### config.mk
export PLATFORM = sky130hd
export DESIGN_NAME = melody_sequencer
export DESIGN_NICKNAME = d
export VERILOG_FILES = /design/src/rtl/seq_pkg.sv /design/src/rtl/seq_tick_timer.sv /design/src/rtl/melody_sequencer.sv
export SDC_FILE = /design/constraint.sdc
export NUM_CORES = 1
export LEC_CHECK = 0
export BUFFER_PORTS_ARGS = -buffer_cell sky130_fd_sc_hd__buf_2
export CORE_MARGIN = 4
export CORE_UTILIZATION = 50
export DETAILED_ROUTE_END_ITERATION = 16
export PLACE_DENSITY = 0.66
export SETUP_SLACK_MARGIN = 0.05
export SLEW_MARGIN = 20
export SYNTH_ARGS = -nofsm -noshare
export SYNTH_HDL_FRONTEND = slang
export SYNTH_SLANG_ARGS = --single-unit
### constraint.sdc
create_clock -name mclk -period 9.09 [get_ports mclk]
set_input_delay 0.909 -clock mclk [delete_from_list [all_inputs] [get_ports mclk]]
set_output_delay 0.909 -clock mclk [all_outputs]
set_load 0.05 [all_outputs]
### src/rtl/seq_pkg.sv
// Shared definitions for the melody sequencer and the front-panel logic:
// FSM state encoding, note-entry field layout and legal frequency range.
package seq_pkg;

    typedef enum logic [2:0] {
        S_IDLE  = 3'd0,
        S_LOAD  = 3'd1,
        S_ISSUE = 3'd2,
        S_NOTE  = 3'd3,
        S_GAP   = 3'd4,
        S_NEXT  = 3'd5
    } seq_state_t;

    // Note entry layout: [30:15] freq_hz, [14:12] wave, [11:0] dur_ticks
    localparam int unsigned FREQ_W   = 16;
    localparam int unsigned WAVE_W   = 3;
    localparam int unsigned DUR_W    = 12;
    localparam int unsigned ENTRY_W  = FREQ_W + WAVE_W + DUR_W;
    localparam int unsigned DUR_LSB  = 0;
    localparam int unsigned WAVE_LSB = DUR_LSB + DUR_W;
    localparam int unsigned FREQ_LSB = WAVE_LSB + WAVE_W;

    // Legal frequency range in Hz, shared with the panel register logic
    localparam logic [FREQ_W-1:0] FREQ_MIN_HZ = 16'd20;
    localparam logic [FREQ_W-1:0] FREQ_MAX_HZ = 16'd9999;

    function automatic logic [ENTRY_W-1:0] pack_entry(
        input logic [FREQ_W-1:0] freq,
        input logic [WAVE_W-1:0] wave,
        input logic [DUR_W-1:0]  dur
    );
        return {freq, wave, dur};
    endfunction

    // Zero is a rest and passes through untouched
    function automatic logic [FREQ_W-1:0] clamp_freq(
        input logic [FREQ_W-1:0] freq,
        input logic [FREQ_W-1:0] lo,
        input logic [FREQ_W-1:0] hi
    );
        if (freq == '0)
            return '0;
        else if (freq < lo)
            return lo;
        else if (freq > hi)
            return hi;
        else
            return freq;
    endfunction

endpackage

### src/rtl/seq_tick_timer.sv
// Duration timer: a prescaler dividing mclk into ticks plus a tick
// down-counter. load restarts both; expire is high for the final cycle
// of the loaded duration (count * TICK_DIV cycles after load).
module seq_tick_timer
    import seq_pkg::*;
#(
    parameter int unsigned TICK_DIV = 16000
) (
    input  logic             mclk,
    input  logic             rst,
    input  logic             load,
    input  logic [DUR_W-1:0] count,
    output logic             expire
);

    localparam int unsigned PW = ($clog2(TICK_DIV) < 1) ? 1 : $clog2(TICK_DIV);
    localparam logic [PW-1:0] PRE_LAST = PW'(TICK_DIV - 1);

    logic [PW-1:0]    pre;
    logic [DUR_W-1:0] ticks;
    logic             active;

    assign expire = active && (pre == PRE_LAST) && (ticks <= DUR_W'(1));

    // Prescaler and tick counter; idle once the loaded duration has elapsed
    always_ff @(posedge mclk or posedge rst) begin
        if (rst) begin
            pre    <= '0;
            ticks  <= '0;
            active <= 1'b0;
        end else if (load) begin
            pre    <= '0;
            ticks  <= count;
            active <= 1'b1;
        end else if (active) begin
            if (pre == PRE_LAST) begin
                pre <= '0;
                if (ticks <= DUR_W'(1))
                    active <= 1'b0;
                else
                    ticks <= ticks - DUR_W'(1);
            end else begin
                pre <= pre + PW'(1);
            end
        end
    end

endmodule

### src/rtl/melody_sequencer.sv
// Autonomous note sequencer: steps through a programmable note table,
// hands each frequency to the period path via valid/ready, and drives the
// wavetable select and PWM gate for the note and the silent gap after it.
module melody_sequencer
    import seq_pkg::*;
#(
    parameter int unsigned       DEPTH     = 16,
    parameter int unsigned       AW        = 4,
    parameter int unsigned       TICK_DIV  = 16000,
    parameter int unsigned       GAP_TICKS = 20,
    parameter logic [FREQ_W-1:0] FREQ_MIN  = 16'd20,
    parameter logic [FREQ_W-1:0] FREQ_MAX  = 16'd9999
) (
    input  logic                mclk,
    input  logic                rst,
    input  logic                wr_en,
    input  logic [AW-1:0]       wr_addr,
    input  logic [ENTRY_W-1:0]  wr_data,
    input  logic [AW:0]         seq_len,
    input  logic                loop,
    input  logic                start,
    input  logic                stop,
    output logic [FREQ_W-1:0]   freq_out,
    output logic                freq_valid,
    input  logic                freq_ready,
    output logic [WAVE_W-1:0]   wave_sel,
    output logic                gate,
    output logic [AW-1:0]       step_idx,
    output logic                playing,
    output logic                done
);

    localparam logic [DUR_W-1:0] GAP_CNT = DUR_W'(GAP_TICKS);
    localparam bit               HAS_GAP = (GAP_TICKS != 0);

    seq_state_t         state;
    logic [ENTRY_W-1:0] note_mem [DEPTH];
    logic [ENTRY_W-1:0] cur_entry;
    logic [FREQ_W-1:0]  cur_freq;
    logic [WAVE_W-1:0]  cur_wave;
    logic [DUR_W-1:0]   cur_dur;
    logic [DUR_W-1:0]   dur_q;
    logic [AW:0]        next_idx;
    logic               restart;
    logic               tmr_load;
    logic [DUR_W-1:0]   tmr_count;
    logic               tmr_expire;

    assign cur_entry = note_mem[step_idx];
    assign cur_freq  = cur_entry[FREQ_LSB +: FREQ_W];
    assign cur_wave  = cur_entry[WAVE_LSB +: WAVE_W];
    assign cur_dur   = cur_entry[DUR_LSB  +: DUR_W];
    assign next_idx  = {1'b0, step_idx} + (AW+1)'(1);
    assign restart   = start && (seq_len != '0);
    assign playing   = (state != S_IDLE);

    // Note table write port; contents survive reset
    always_ff @(posedge mclk) begin
        if (wr_en)
            note_mem[wr_addr] <= wr_data;
    end

    // Timer reload on entry to NOTE (from LOAD for rests, from ISSUE on handshake) and to GAP
    always_comb begin
        tmr_load  = 1'b0;
        tmr_count = cur_dur;
        case (state)
            S_LOAD: begin
                tmr_load  = (cur_dur != '0) && (cur_freq == '0);
                tmr_count = cur_dur;
            end
            S_ISSUE: begin
                tmr_load  = freq_ready;
                tmr_count = dur_q;
            end
            S_NOTE: begin
                tmr_load  = tmr_expire && HAS_GAP;
                tmr_count = GAP_CNT;
            end
            default: ;
        endcase
    end

    seq_tick_timer #(
        .TICK_DIV (TICK_DIV)
    ) u_timer (
        .mclk   (mclk),
        .rst    (rst),
        .load   (tmr_load),
        .count  (tmr_count),
        .expire (tmr_expire)
    );

    // Sequencer FSM with registered outputs; stop overrides start, start restarts from entry 0
    always_ff @(posedge mclk or posedge rst) begin
        if (rst) begin
            state      <= S_IDLE;
            step_idx   <= '0;
            freq_out   <= '0;
            wave_sel   <= '0;
            gate       <= 1'b0;
            freq_valid <= 1'b0;
            done       <= 1'b0;
            dur_q      <= '0;
        end else begin
            done <= 1'b0;
            if (stop) begin
                state      <= S_IDLE;
                gate       <= 1'b0;
                freq_valid <= 1'b0;
            end else if (restart) begin
                state      <= S_LOAD;
                step_idx   <= '0;
                gate       <= 1'b0;
                freq_valid <= 1'b0;
            end else begin
                case (state)
                    S_IDLE: ;
                    S_LOAD: begin
                        wave_sel <= cur_wave;
                        freq_out <= clamp_freq(cur_freq, FREQ_MIN, FREQ_MAX);
                        dur_q    <= cur_dur;
                        if (cur_dur == '0) begin
                            state <= S_NEXT;
                        end else if (cur_freq == '0) begin
                            state <= S_NOTE;
                        end else begin
                            state      <= S_ISSUE;
                            freq_valid <= 1'b1;
                        end
                    end
                    S_ISSUE: begin
                        if (freq_ready) begin
                            freq_valid <= 1'b0;
                            gate       <= 1'b1;
                            state      <= S_NOTE;
                        end
                    end
                    S_NOTE: begin
                        if (tmr_expire) begin
                            gate  <= 1'b0;
                            state <= HAS_GAP ? S_GAP : S_NEXT;
                        end
                    end
                    S_GAP: begin
                        if (tmr_expire)
                            state <= S_NEXT;
                    end
                    S_NEXT: begin
                        if (next_idx < seq_len) begin
                            step_idx <= next_idx[AW-1:0];
                            state    <= S_LOAD;
                        end else if (loop) begin
                            step_idx <= '0;
                            state    <= S_LOAD;
                        end else begin
                            done  <= 1'b1;
                            state <= S_IDLE;
                        end
                    end
                    default: state <= S_IDLE;
                endcase
            end
        end
    end

endmodule

* Word-level counts from Yosys, hierarchy flattened
Memories as Yosys holds them, arrays and structs flattened.
Index checks and enable logic that the tools add are counted.
** Word-level totals
- Output and inout port bits :: 27
- Memories :: 1
- Register bits :: 68
- Word-level logic and storage cells :: 104
- Bits of input ports :: 47
- Memory bits (writable) :: 496
** Operators by class
- Order comparisons :: 4
- Equal/unequal tests :: 13
- Add/subtract/negate cells :: 3
- Bitwise logic cells :: 2
- Reductions and logical operators :: 22
- Muxes and demuxes :: 48
** Memories
- note_mem :: words 16, width 31, read ports 1, clocked after Yosys merged registers in 0, write ports 1, line melody_sequencer.sv:37 : logic [ENTRY_W-1:0] note_mem [DEPTH];
** Operators with widths (number)
- $mux W12 :: 4
- $mux W16 :: 3
- $mux W14 :: 3
- $pmux W12 S2 :: 1
- $mux W1 :: 23
- $ne A4 B4 Y1 const B :: 5
- $mux W3 :: 6
- $pmux W3 S6 :: 1
- $gt A16 B14 Y1 const B :: 1
- $logic_not A16 Y1 :: 1
- $lt A16 B5 Y1 const B :: 1
- $mux W4 :: 4
- $add A14 B1 Y14 const B :: 1
- $eq A14 B14 Y1 const B :: 1
- $le A12 B1 Y1 const B :: 1
- $logic_not A12 Y1 :: 1
- $reduce_and A3 Y1 :: 4
- $reduce_bool A12 Y1 :: 1
- $sub A12 B1 Y12 const B :: 1
- $reduce_and A4 Y1 :: 2
- $reduce_bool A4 Y1 :: 2
- $eq A3 B2 Y1 const B :: 2
- $eq A3 B3 Y1 const B :: 2
- $reduce_bool A2 Y1 :: 3
- other kinds (12) :: 18

* Logic depth before layout (Yosys ltp)
Gate-level depths: netlist (run 1).
- Depth after elaboration :: 7
- Depth in mapped cells :: 15

* By module
Synthesis (run 1) repeated with hierarchy kept, for this count alone.
** Unflattened totals
- Cell total of the unflattened synthesis :: 1199
- Area, all modules :: 22609.2 um^2
** By module, submodules not included
- melody_sequencer :: instances 1, cells an instance 1037, area each 21051.4 um^2, seq. area each 15920.3 um^2
- seq_tick_timer :: instances 1, cells an instance 162, area each 1557.7 um^2, seq. area each 675.6 um^2

* Worst setup path before layout (run 1)
No wires, ideal clock.
- Path type :: input -> register
- Start :: input wr_addr[2]
- End :: memory note_mem[0][0] (netlist bit) (enable)
- Stages on the path :: 2
- Data arrival time :: 3560 ps
- Path slack :: 5072 ps
- Path buffers :: 0
- Path through :: or3b_2 nor3_1
** RTL lines
- start, declared :: line melody_sequencer.sv:17 : input logic [AW-1:0] wr_addr,
- end, declared :: line melody_sequencer.sv:37
No word-level cell before the write port.

* Worst setup path after layout (run 1)
- Start :: register step_idx[1]
- End :: register u_timer.ticks[9]
** Between the ends
- Longest elaborated chain between the ends :: 6
** Ends and longest elaborated chain
- start, declared :: line melody_sequencer.sv:28 : output logic [AW-1:0] step_idx,
- start signal, assigned :: line melody_sequencer.sv:151 : step_idx <= next_idx[AW-1:0];
- $mem_v2 Z16 W31 *
- $logic_not A16 Y1 / $reduce_bool A12 Y1 (equally long branches) :: line melody_sequencer.sv:69 : tmr_load = (cur_dur != '0) && (cur_freq == '0);
- $logic_and A1 B1 Y1 :: line melody_sequencer.sv:69
- $pmux W1 S3 :: line melody_sequencer.sv:67 : case (state)
- $ne A2 B2 Y1 (no line) / $reduce_bool A2 Y1 (equally long branches)
- $reduce_and A3 Y1 (no line)
- end signal, assigned :: line seq_tick_timer.sv:33 : ticks <= count;
- end signal, assigned :: line seq_tick_timer.sv:41 : ticks <= ticks - DUR_W'(1);
- end, declared :: line seq_tick_timer.sv:20 : logic [DUR_W-1:0] ticks;
Mark *: on every way between the ends. The rest lies on a longest branch, timed or not.
A chain may end at the register's enable or synchronous reset.

==> results of run 1 <==
==> Yosys cell counts, types with 6 or more instances <==
cell        n
a21oi_1    16
a22o_1      8
a22oi_1    39
and2_1      6
and3_1      7
buf_1       7
buf_2      21
buf_4       6
clkbuf_1   15
dfrtp_1    68
edfxtp_1  496
ha_1        9
inv_1      15
mux2i_1    19
mux4_2    127
nand2_1    92
nand2b_1    9
nand3_1     6
nor2_1     56
nor2b_1    11
nor3_1     27
nor3b_1     6
nor4_1     10
o21ai_0    17
or3_1       8
or4_1       6
xnor2_1    11
xor2_1      6
==> area by class of cell <==
type                    count  share of cell area (%)
diodes                      2                  0.0196
clock buffers              63                    5.58
clock inverters            40                    1.98
inverters                  15                   0.220
multi-input cells         563                    22.0
flip-flops and latches    564                    64.9
well taps                 592                    2.89
repair buffers            104                    2.39
==> worst reg2reg max path, delay by kind of cell (launching register included) <==
family / cells / cell delay, ns
mux: 2 / 0.64
compound gates: 2 / 0.38
buf+inv: 3 / 1.83
flops: 1 / 0.78
simple gates: 3 / 0.73
==> metrics by stage <==
stage / total power (µW) / instances
after floorplan: 3130 / 1197
after global placement: 3230 / 1838
after detailed placement: 3240 / 1838
after CTS: 5630 / 1941
after global routing: 5780 / 1942
final: 5580 / 1943
==> power by group through the flow <==
stage               Combinational [µW]  Sequential, µW  Clock (µW)
finish                             229            2960        2400
global route                       253            2960        2560
CTS                                232            2960        2440
detailed placement                 232            3010           0
global placement                   225            3000           0
floorplan                         87.8            3040           0
==> cells in the final DEF, fill, tap and decap left out, types with 12 or more instances in the layout <==
cell       Yosys  final
a21oi_1       16     16
a22oi_1       39     39
buf_2         21     73
buf_4          6     30
clkbuf_16      0     56
clkinv_2       0     13
dfrtp_1       68     65
edfxtp_1     496    496
inv_1         15     14
mux2i_1       19     19
mux4_2       127    127
nand2_1       92     92
nor2_1        56     43
nor2_4         0     12
nor3_1        27     23
o21ai_0       17     17
==> logic make-up after synthesis <==
| family | count (synthesis) | synth area share [%] |
|---|---|---|
| AO/OA/AOI/OAI | 123 | 3.90 |
| adder cells (fa/ha/maj) | 9 | 0.501 |
| XOR/XNOR | 17 | 0.662 |
| flip-flops | 564 | 73.8 |
| multiplexers | 149 | 13.7 |
| buffers and inverters | 70 | 1.62 |
| AND/OR/NAND/NOR | 265 | 5.82 |
==> per-layer routing <==
layer  global-route usage (%)  part of all wire, %  up-vias
met4                     5.17                  1.7        0
li1                         -                    -     5057
met1                     31.7                   43     6180
met3                     3.90                  7.1       68
met5                        0                    0        -
met2                     34.7                   48      419
==> worst max-delay path by stage <==
stage | startpoint | cells past startpoint | slack (ns) | end
floorplan | wr_addr[2] | 2 | 5.07 | note_mem[0][0]
global placement | step_idx[1] | 11 | 4.69 | u_timer.active
detailed placement | step_idx[1] | 10 | 4.61 | u_timer.ticks[9]
CTS | step_idx[1] | 10 | 4.57 | u_timer.ticks[9]
global route | step_idx[1] | 11 | 4.23 | u_timer.pre[13]
finish | step_idx[1] | 10 | 4.65 | u_timer.ticks[9]
==> state kept, by name, summed over array words and instances, names as in the netlist, 3 cells and up <==
register / count
note_mem: 496
freq_out: 16
u_timer.pre: 14
dur_q: 12
u_timer.ticks: 12
step_idx: 4
state: 3
wave_sel: 3
==> flow_summary.json, run 1 <==
{
  "hpwlAfterDp_mm": 27.8,
  "path_class": "reg2reg",
  "place_area_mm2": 0.0237,
  "intPower_uw": 4390,
  "synthArstFlopShare_pct": 12.1,
  "crit_path_start_kind": "flop",
  "die_w_um": 220,
  "crit_path_cell_trace": "buf_4 -> buf_4 -> mux4_2 -> a22oi_1 -> nand2_1 -> nor4_2 -> nand4_2 -> o22ai_2 -> buf_4 -> mux2i_1",
  "power.density_mw_per_mm2": 218,
  "ctsResizeCount": 0,
  "whs_ns": 0.470,
  "cts.htree.levels": 2,
  "clock_skew_ns": 0.0370,
  "pwr-share-comb_pct": 4.1,
  "slew_viol_final": 0,
  "pwr-share-seq_pct": 52.9,
  "drcViolationCount": 0,
  "fin_crit_sh_pct": 48.9,
  "setup_viol_count_final": 0,
  "num_rows": 77,
  "globalplace.congestion": 0.815,
  "drtAntennaViolNets": 0,
  "synth-seq-cells": 564,
  "rr_worst_depth": 10,
  "swShare_pct": 21.4,
  "grt-ovfl-total": 0,
  "critical_path_buf_inv_count": 3,
  "syn_avg_cell_area_um2": 18.8,
  "synth_edf_count": 496,
  "clk_pin_slew_ns": 0.06,
  "syn-num-nets": 1253,
  "track_usage_pct": 21.7,
  "synth.distinct_cells": 64,
  "vias_per_cell": 6.03,
  "grt_max_degree": 110,
  "cpPeakStageDelay_ns": 0.78,
  "syn-cell-area_mm2": 0.0225,
  "finalHoldViolCount": 0,
  "fin_util_pct": 57.8,
  "drive_gt1_share_pct": 26.5,
  "area_growth_pct": 13.8,
  "fin_area_mm2": 0.0256,
  "max_slew.worst_pin.slew_ns": 0.950,
  "cts_tree": "done",
  "die_y_um": 220,
  "port-buffer-count": 73,
  "p_leak_uw": 0.00846,
  "dieArea_mm2": 0.0484,
  "cp_max_fo": 52,
  "vias": 11700,
  "dp_slack_ns": 4.61,
  "antenna_found_initial": 2,
  "critPathTopFamily": "buffers and inverters",
  "cts_root_buffer": "clkbuf_16",
  "ios": 74,
  "hold_path.class": "reg2reg",
  "slew-limit-headroom_pct": 36.3,
  "crit_slowest_cell": "dfrtp_4",
  "nNetsFinal": 1360,
  "crit_path_frequent_cell": "buf_4",
  "post_cts_buffers": 0,
  "grt_setup_unrepaired": "no",
  "rr_startpoint": "step_idx[1]",
  "setup_tns_ns": 0,
  "max-cap-violations": 0,
  "setup_ws_ns": 4.65,
  "dr.pass1.iters": 7,
  "end_kind": "flop",
  "finalWirelength_mm": 51.1,
  "core_mm2": 0.0443,
  "irDropWorstVdd_v": 0.000195,
  "p_switching_uw": 1190,
  "worstSkewPairLatency_ns": 0.63,
  "clk_path_buf_depth": 3,
  "wl_per_cell_um": 26.3,
  "crit_arrival_ns": 4.96,
  "start_util_pct": 50.8,
  "grt_pass1_vias": 12000,
  "ctsHoldBuffers": 0,
  "holdPathEnd": "dur_q[2]",
  "whs_path_depth": 2,
  "grt_pass1_wl_mm": 77.0,
  "min_period_ns": 4.44,
  "synth_top_cell_by_area": "edfxtp_1",
  "hp-start": "dur_q[2]",
  "synth_top_area_share_pct": 66.2,
  "r2r-end": "u_timer.ticks[9]",
  "seq_area_mm2": 0.0166,
  "cts_buffers": 56,
  "ys_warn_count": 0,
  "drtIter0Drc": 1233,
  "p_clk_share_pct": 43.0,
  "seq_area_frac_synth_pct": 73.8,
  "fillers": 3342,
  "multi_input_area_mm2": 0.00564,
  "crit_required_ns": 9.61,
  "reg2reg_setup_slack_ns": 4.65,
  "status": "completed",
  "synth_area_leaders": "edfxtp_1 (66%), mux4_2 (13%), dfrtp_1 (7.6%)",
  "cts_sinks": 564,
  "max_freq_ghz": 0.225,
  "synth_ff_type": "edfxtp_1",
  "synth_cells": 1197
}
(Power assumes the default switching activity.)
==> run 2, diff against run 1 <==
Clock period 9.09 ns to 4.43 ns, I/O delays scaled along.
==> flow_summary.json, run 2 (synthesis gave the netlist of run 1 again) <==
{
  "largest_reg_flops": 496,
  "drive_gt1_share_pct": 26.3,
  "die_w_um": 220,
  "drcViolationCount": 0,
  "p_leak_uw": 0.00843,
  "wl_per_cell_um": 26.2,
  "clk_pin_slew_ns": 0.06,
  "power.density_mw_per_mm2": 435,
  "finalWirelength_mm": 51.0,
  "status": "completed",
  "grt_pass1_vias": 12000,
  "crit_path_start_kind": "flop",
  "ctsResizeCount": 0,
  "setup_tns_ns": 0,
  "min_period_ns": 3.85,
  "track_usage_pct": 21.6,
  "drtIter0Drc": 1238,
  "dr.pass1.iters": 5,
  "hpwlAfterDp_mm": 30.9,
  "start_util_pct": 50.8,
  "post_cts_buffers": 0,
  "grt-ovfl-total": 0,
  "core_mm2": 0.0443,
  "finalHoldViolCount": 0,
  "vias": 11700,
  "largest_register": "note_mem",
  "dieArea_mm2": 0.0484,
  "layout_common_cells": "edfxtp_1 (496), mux4_2 (127), nand2_1 (92)",
  "max_slew.worst_pin.slew_ns": 1.05,
  "hold_path.class": "in2async",
  "area_growth_pct": 13.3,
  "slew-limit-headroom_pct": 30.0,
  "crit_required_ns": 4.93,
  "whs_ns": 0.0377,
  "setup_viol_count_final": 0,
  "ctsHoldBuffers": 0,
  "dp_cells": 1847,
  "vias_per_cell": 6.00,
  "cts_tree": "done",
  "cts_sinks": 564,
  "grt_setup_unrepaired": "no",
  "grt_max_degree": 41,
  "drtAntennaViolNets": 0,
  "cp_max_fo": 40,
  "cts_root_buffer": "clkbuf_16",
  "cts.htree.levels": 2,
  "grt_pass1_wl_mm": 76.8,
  "antenna_found_initial": 1,
  "clock_skew_ns": 0.0291,
  "nNetsFinal": 1368,
  "clk_path_buf_depth": 3,
  "cts_buffers": 55,
  "crit_arrival_ns": 4.35,
  "worstSkewPairLatency_ns": 0.61,
  "die_y_um": 220,
  "num_rows": 77,
  "fillers": 3376,
  "final_common_cell": "edfxtp_1",
  "path_class": "reg2reg",
  "irDropWorstVdd_v": 0.000348,
  "max_freq_ghz": 0.260,
  "fin_crit_sh_pct": 87.0,
  "ios": 74,
  "globalplace.congestion": 0.852,
  "end_kind": "flop",
  "slew_viol_final": 0,
  "max-cap-violations": 0,
  "largest_registers": "note_mem x496, freq_out x16, u_timer.pre x14",
  "stdcell_count": 1948,
  "port-buffer-count": 73
}
[run 2: changes by cell type in the layout (fill, tap and decap cells not counted)]
cell and change:
clkinv_2 -3, nor2b_2 +1, clkbuf_1 +7, clkinvlp_4 -3
clkinv_16 -2, clkinv_8 +1, buf_4 +9, diode_2 -1
bufinv_16 -5, clkbuf_8 +2, clkinv_1 +2, clkinv_4 -2
nor2b_1 -1
[run 2: worst max-delay path, cell delays in order (launching register included)]
cell and delay [ns]:
dfrtp_4 0.85, inv_1 0.30, o41ai_1 0.42, nor4_1 0.10, or4_1 0.66, nor4_4 0.36
nand4_2 0.23, o22ai_2 0.17, buf_4 0.38, mux2i_1 0.25
[run 2: power breakdown]
part / total (µW) / internal [µW] / switching, µW
clock: 4550 / 2640 / 1920
combinational: 477 / 130 / 347
sequential: 6060 / 5960 / 101
total: 11100 / 8730 / 2360
[run 2: final timing paths]
path / startpoint / to / slack, ns / depth (start not counted)
min in group mclk: freq_ready / freq_valid / 0.15 / 2
min: rst / u_timer.pre[4] / 0.04 / 2
min reg2reg: dur_q[4] / dur_q[4] / 0.47 / 2
max reg2reg: step_idx[1] / u_timer.ticks[10] / 0.58 / 9
max: step_idx[1] / u_timer.ticks[10] / 0.58 / 9
max in group asynchronous: rst / freq_out[3] / 3.47 / 3
[run 2: area by class of cell]
type	instances	area, µm²	share of cell area (%)
repair buffers	113	678	2.66
multi-input cells	563	5650	22.2
inverters	15	56.3	0.221
flip-flops and latches	564	16600	65.2
well taps	592	741	2.91
clock buffers	72	1480	5.81
clock inverters	28	267	1.05
diodes	1	2.50	0.00982
[run 2: metrics by stage]
step                      setup WS [ns]  area [µm²]  power (µW)  utilization, %
after detailed placement          0.608       23700        6650            53.5
after global routing              0.336       25500       11500            57.5
after floorplan                   0.630       22500        6420               -
final                             0.577       25500       11100            57.5
after global placement            0.708       23700        6630            53.5
after CTS                         0.552       25500       11200            57.5
[run 2: per-layer routing]
layer	share of wire [%]	routed length, µm	vias to the layer above	global-route usage (%)
li1	-	-	5068	-
met1	45	22700	6168	33.3
met2	47	24000	391	33.2
met3	7.0	3570	62	4.10
met4	1.4	714	2	3.87
met5	0.025	13	-	0
==> run 3, diff against run 2 <==
Settings changed: ABC_AREA from default to 1.
==> flow_summary.json, run 3 <==
{
  "dieArea_mm2": 0.0522,
  "layout_common_cells": "nand2_1 (603), edfxtp_1 (496), nand3_1 (246)",
  "area_growth_pct": 11.3,
  "dr.pass1.iters": 7,
  "setup_viol_count_final": 0,
  "die_w_um": 229,
  "status": "finished, violations left",
  "synthArstFlopShare_pct": 12.1,
  "max_freq_ghz": 0.259,
  "fin_crit_sh_pct": 87.3,
  "synth_top_cell_by_area": "edfxtp_1",
  "synth-seq-cells": 564,
  "setup_tns_ns": 0,
  "crit_path_start_kind": "flop",
  "synth_area_leaders": "edfxtp_1 (61%), nand2_1 (9.3%), dfrtp_1 (7.0%)",
  "syn-num-nets": 2314,
  "nNetsFinal": 2366,
  "ys_warn_count": 0,
  "grt_pass1_wl_mm": 93.0,
  "cp_max_fo": 64,
  "synth_top_family_by_area": "simple AND/OR/NAND/NOR gates",
  "violations": "hold timing",
  "max-cap-violations": 0,
  "antenna_found_initial": 3,
  "hold_path.class": "in2async",
  "slew_viol_final": 0,
  "die_y_um": 229,
  "grt_pass1_vias": 16200,
  "syn_avg_cell_area_um2": 10.8,
  "finalHoldViolCount": 3,
  "cts_tree": "done",
  "synth_ff_type": "edfxtp_1",
  "slew-limit-headroom_pct": 32.8,
  "vias_per_cell": 5.53,
  "core_mm2": 0.0479,
  "drcViolationCount": 0,
  "netlist_top_cells_count": "nand2_1 (603), edfxtp_1 (496), nand3_1 (246)",
  "cpPeakStageDelay_ns": 0.64,
  "vias": 16400,
  "track_usage_pct": 22.8,
  "cts_buffers": 57,
  "drtAntennaViolNets": 0,
  "crit_slowest_cell": "dfrtp_4",
  "intPower_uw": 8820,
  "ctsResizeCount": 0,
  "crit_path_frequent_cell": "nand2_1",
  "drtIter0Drc": 1387,
  "pwr-share-comb_pct": 6.7,
  "largest_reg_flops": 496,
  "syn-cell-area_mm2": 0.0243,
  "grt-ovfl-total": 0,
  "finalWirelength_mm": 60.0,
  "post_cts_buffers": 0,
  "cts_sinks": 564,
  "clk_pin_slew_ns": 0.06,
  "grt_setup_unrepaired": "no",
  "num_rows": 80,
  "p_clk_share_pct": 40.1,
  "synthMuxAreaShare_pct": 0,
  "port-buffer-count": 73,
  "p_leak_uw": 0.0107,
  "synth_most_common_cell": "nand2_1",
  "fillers": 3955,
  "worstSkewPairLatency_ns": 0.62,
  "largest_register": "note_mem",
  "drive_gt1_share_pct": 9.72,
  "start_util_pct": 50.7,
  "seq_area_frac_synth_pct": 68.2,
  "crit_path_cell_trace": "inv_6 -> buf_12 -> nand2_1 -> nand3_1 -> nand3_1 -> nand3_1 -> nand2_1 -> inv_1 -> nand2_1 -> nor2_1 -> nand2_1 -> nor2_1 -> nand3_2 -> nand2_4 -> nand2_4 -> nand2_1 -> o21ai_0",
  "synth_cells": 2258,
  "hpwlAfterDp_mm": 33.8,
  "crit_required_ns": 4.90,
  "wl_per_cell_um": 20.2,
  "end_kind": "flop",
  "ctsHoldBuffers": 0,
  "crit_arrival_ns": 4.34,
  "irDropWorstVdd_v": 0.000252,
  "synth_edf_count": 496,
  "largest_registers": "note_mem x496, freq_out x16, u_timer.pre x14",
  "clock_skew_ns": 0.0213,
  "synth_top_area_share_pct": 61.2,
  "min_period_ns": 3.87,
  "globalplace.congestion": 0.907,
  "synth_compound_area_share_pct": 5.98,
  "swShare_pct": 22.8,
  "reg2reg_setup_slack_ns": 0.56,
  "final_common_cell": "nand2_1",
  "grt_max_degree": 140,
  "cts.htree.levels": 2,
  "synth.distinct_cells": 43,
  "clk_path_buf_depth": 3,
  "pwr-share-seq_pct": 53.3,
  "synthXorXnorAreaFrac_pct": 0.684,
  "ios": 74,
  "whs_ns": -0.00978,
  "yosys.area_share.adder_pct": 0.463,
  "max_slew.worst_pin.slew_ns": 1.01,
  "cts_root_buffer": "clkbuf_16",
  "power.density_mw_per_mm2": 422,
  "p_switching_uw": 2600,
  "synthSimpleGateAreaFrac_pct": 18.7,
  "path_class": "reg2reg"
}
-- run 3: cell count changes after synthesis, sizes merged, moves of 11 or more --
cell / change
o21ai: +149
mux2i: -19
o311ai: +12
nor2: +158
inv: +190
mux4: -127
o211ai: +26
nor2b: -11
buf: +41
nand2: +513
nor3: -16
a22oi: -39
clkbuf: +20
nand3: +242
-- run 3: per-stage QoR --
step / setup slack [ns] / std cells / total power (µW) / util [%] / instance area, µm²
floorplan: 1.41 / 2258 / 6690 / - / 24300
global placement: 0.802 / 2866 / 6930 / 52.8 / 25300
detailed placement: 0.682 / 2866 / 6950 / 52.8 / 25300
CTS: 0.646 / 2971 / 11500 / 56.5 / 27100
global route: 0.312 / 2972 / 11800 / 56.5 / 27100
finish: 0.564 / 2972 / 11400 / 56.5 / 27100
-- run 3: final timing paths --
path | depth (start not counted) | to | startpoint
setup / recovery | 17 | u_timer.pre[4] | step_idx[0]
hold / removal | 2 | freq_out[10] | rst
setup reg to reg | 17 | u_timer.pre[4] | step_idx[0]
hold reg to reg | 2 | freq_out[14] | freq_out[14]
max in group asynchronous | 3 | step_idx[0] | rst
min in group mclk | 3 | done | loop
-- run 3: area by class of cell --
type                       instances  area, µm²  share of cell area, %
sequential                       564      16600                   61.3
tap                              615        769                   2.84
timing repair buffer             109        748                   2.76
multi-input combinational       1372       6410                   23.7
clock inverter                    27        250                  0.924
clock buffer                      78       1510                   5.56
antenna                            1       2.50                0.00924
inverter                         206        781                   2.88
-- run 3: critical path, delay by kind of cell (launching register included) --
| family | cells | cell delay (ns) |
|---|---|---|
| flops | 1 | 0.64 |
| buf+inv | 3 | 0.87 |
| simple gates | 13 | 1.99 |
| compound gates | 1 | 0.12 |
-- run 3: cell families after synthesis --
kind of cell	count (synthesis)
xor gates and xnor gates	19
buffers and inverters	322
adders and majority gates	9
and+or+nand+nor	1101
AOI/OAI and AO/OA	243
DFF	564
-- run 3: power by group through the flow --
stage	clock [µW]	sequential (µW)	combinational (µW)
4_1_cts	4640	6080	768
6_report	4580	6080	763
2_1_floorplan	0	6300	388
3_5_place_dp	0	6190	765
3_3_place_gp	0	6180	746
5_1_grt	4870	6100	858
-- run 3: metal layers --
metal | global-route usage, % | wire length (µm) | vias to the layer above
li1 | - | - | 7784
met1 | 30.8 | 25200 | 7959
met2 | 37.8 | 28900 | 560
met3 | 3.69 | 4040 | 123
met4 | 7.88 | 1820 | 4
met5 | 0 | 33 | -
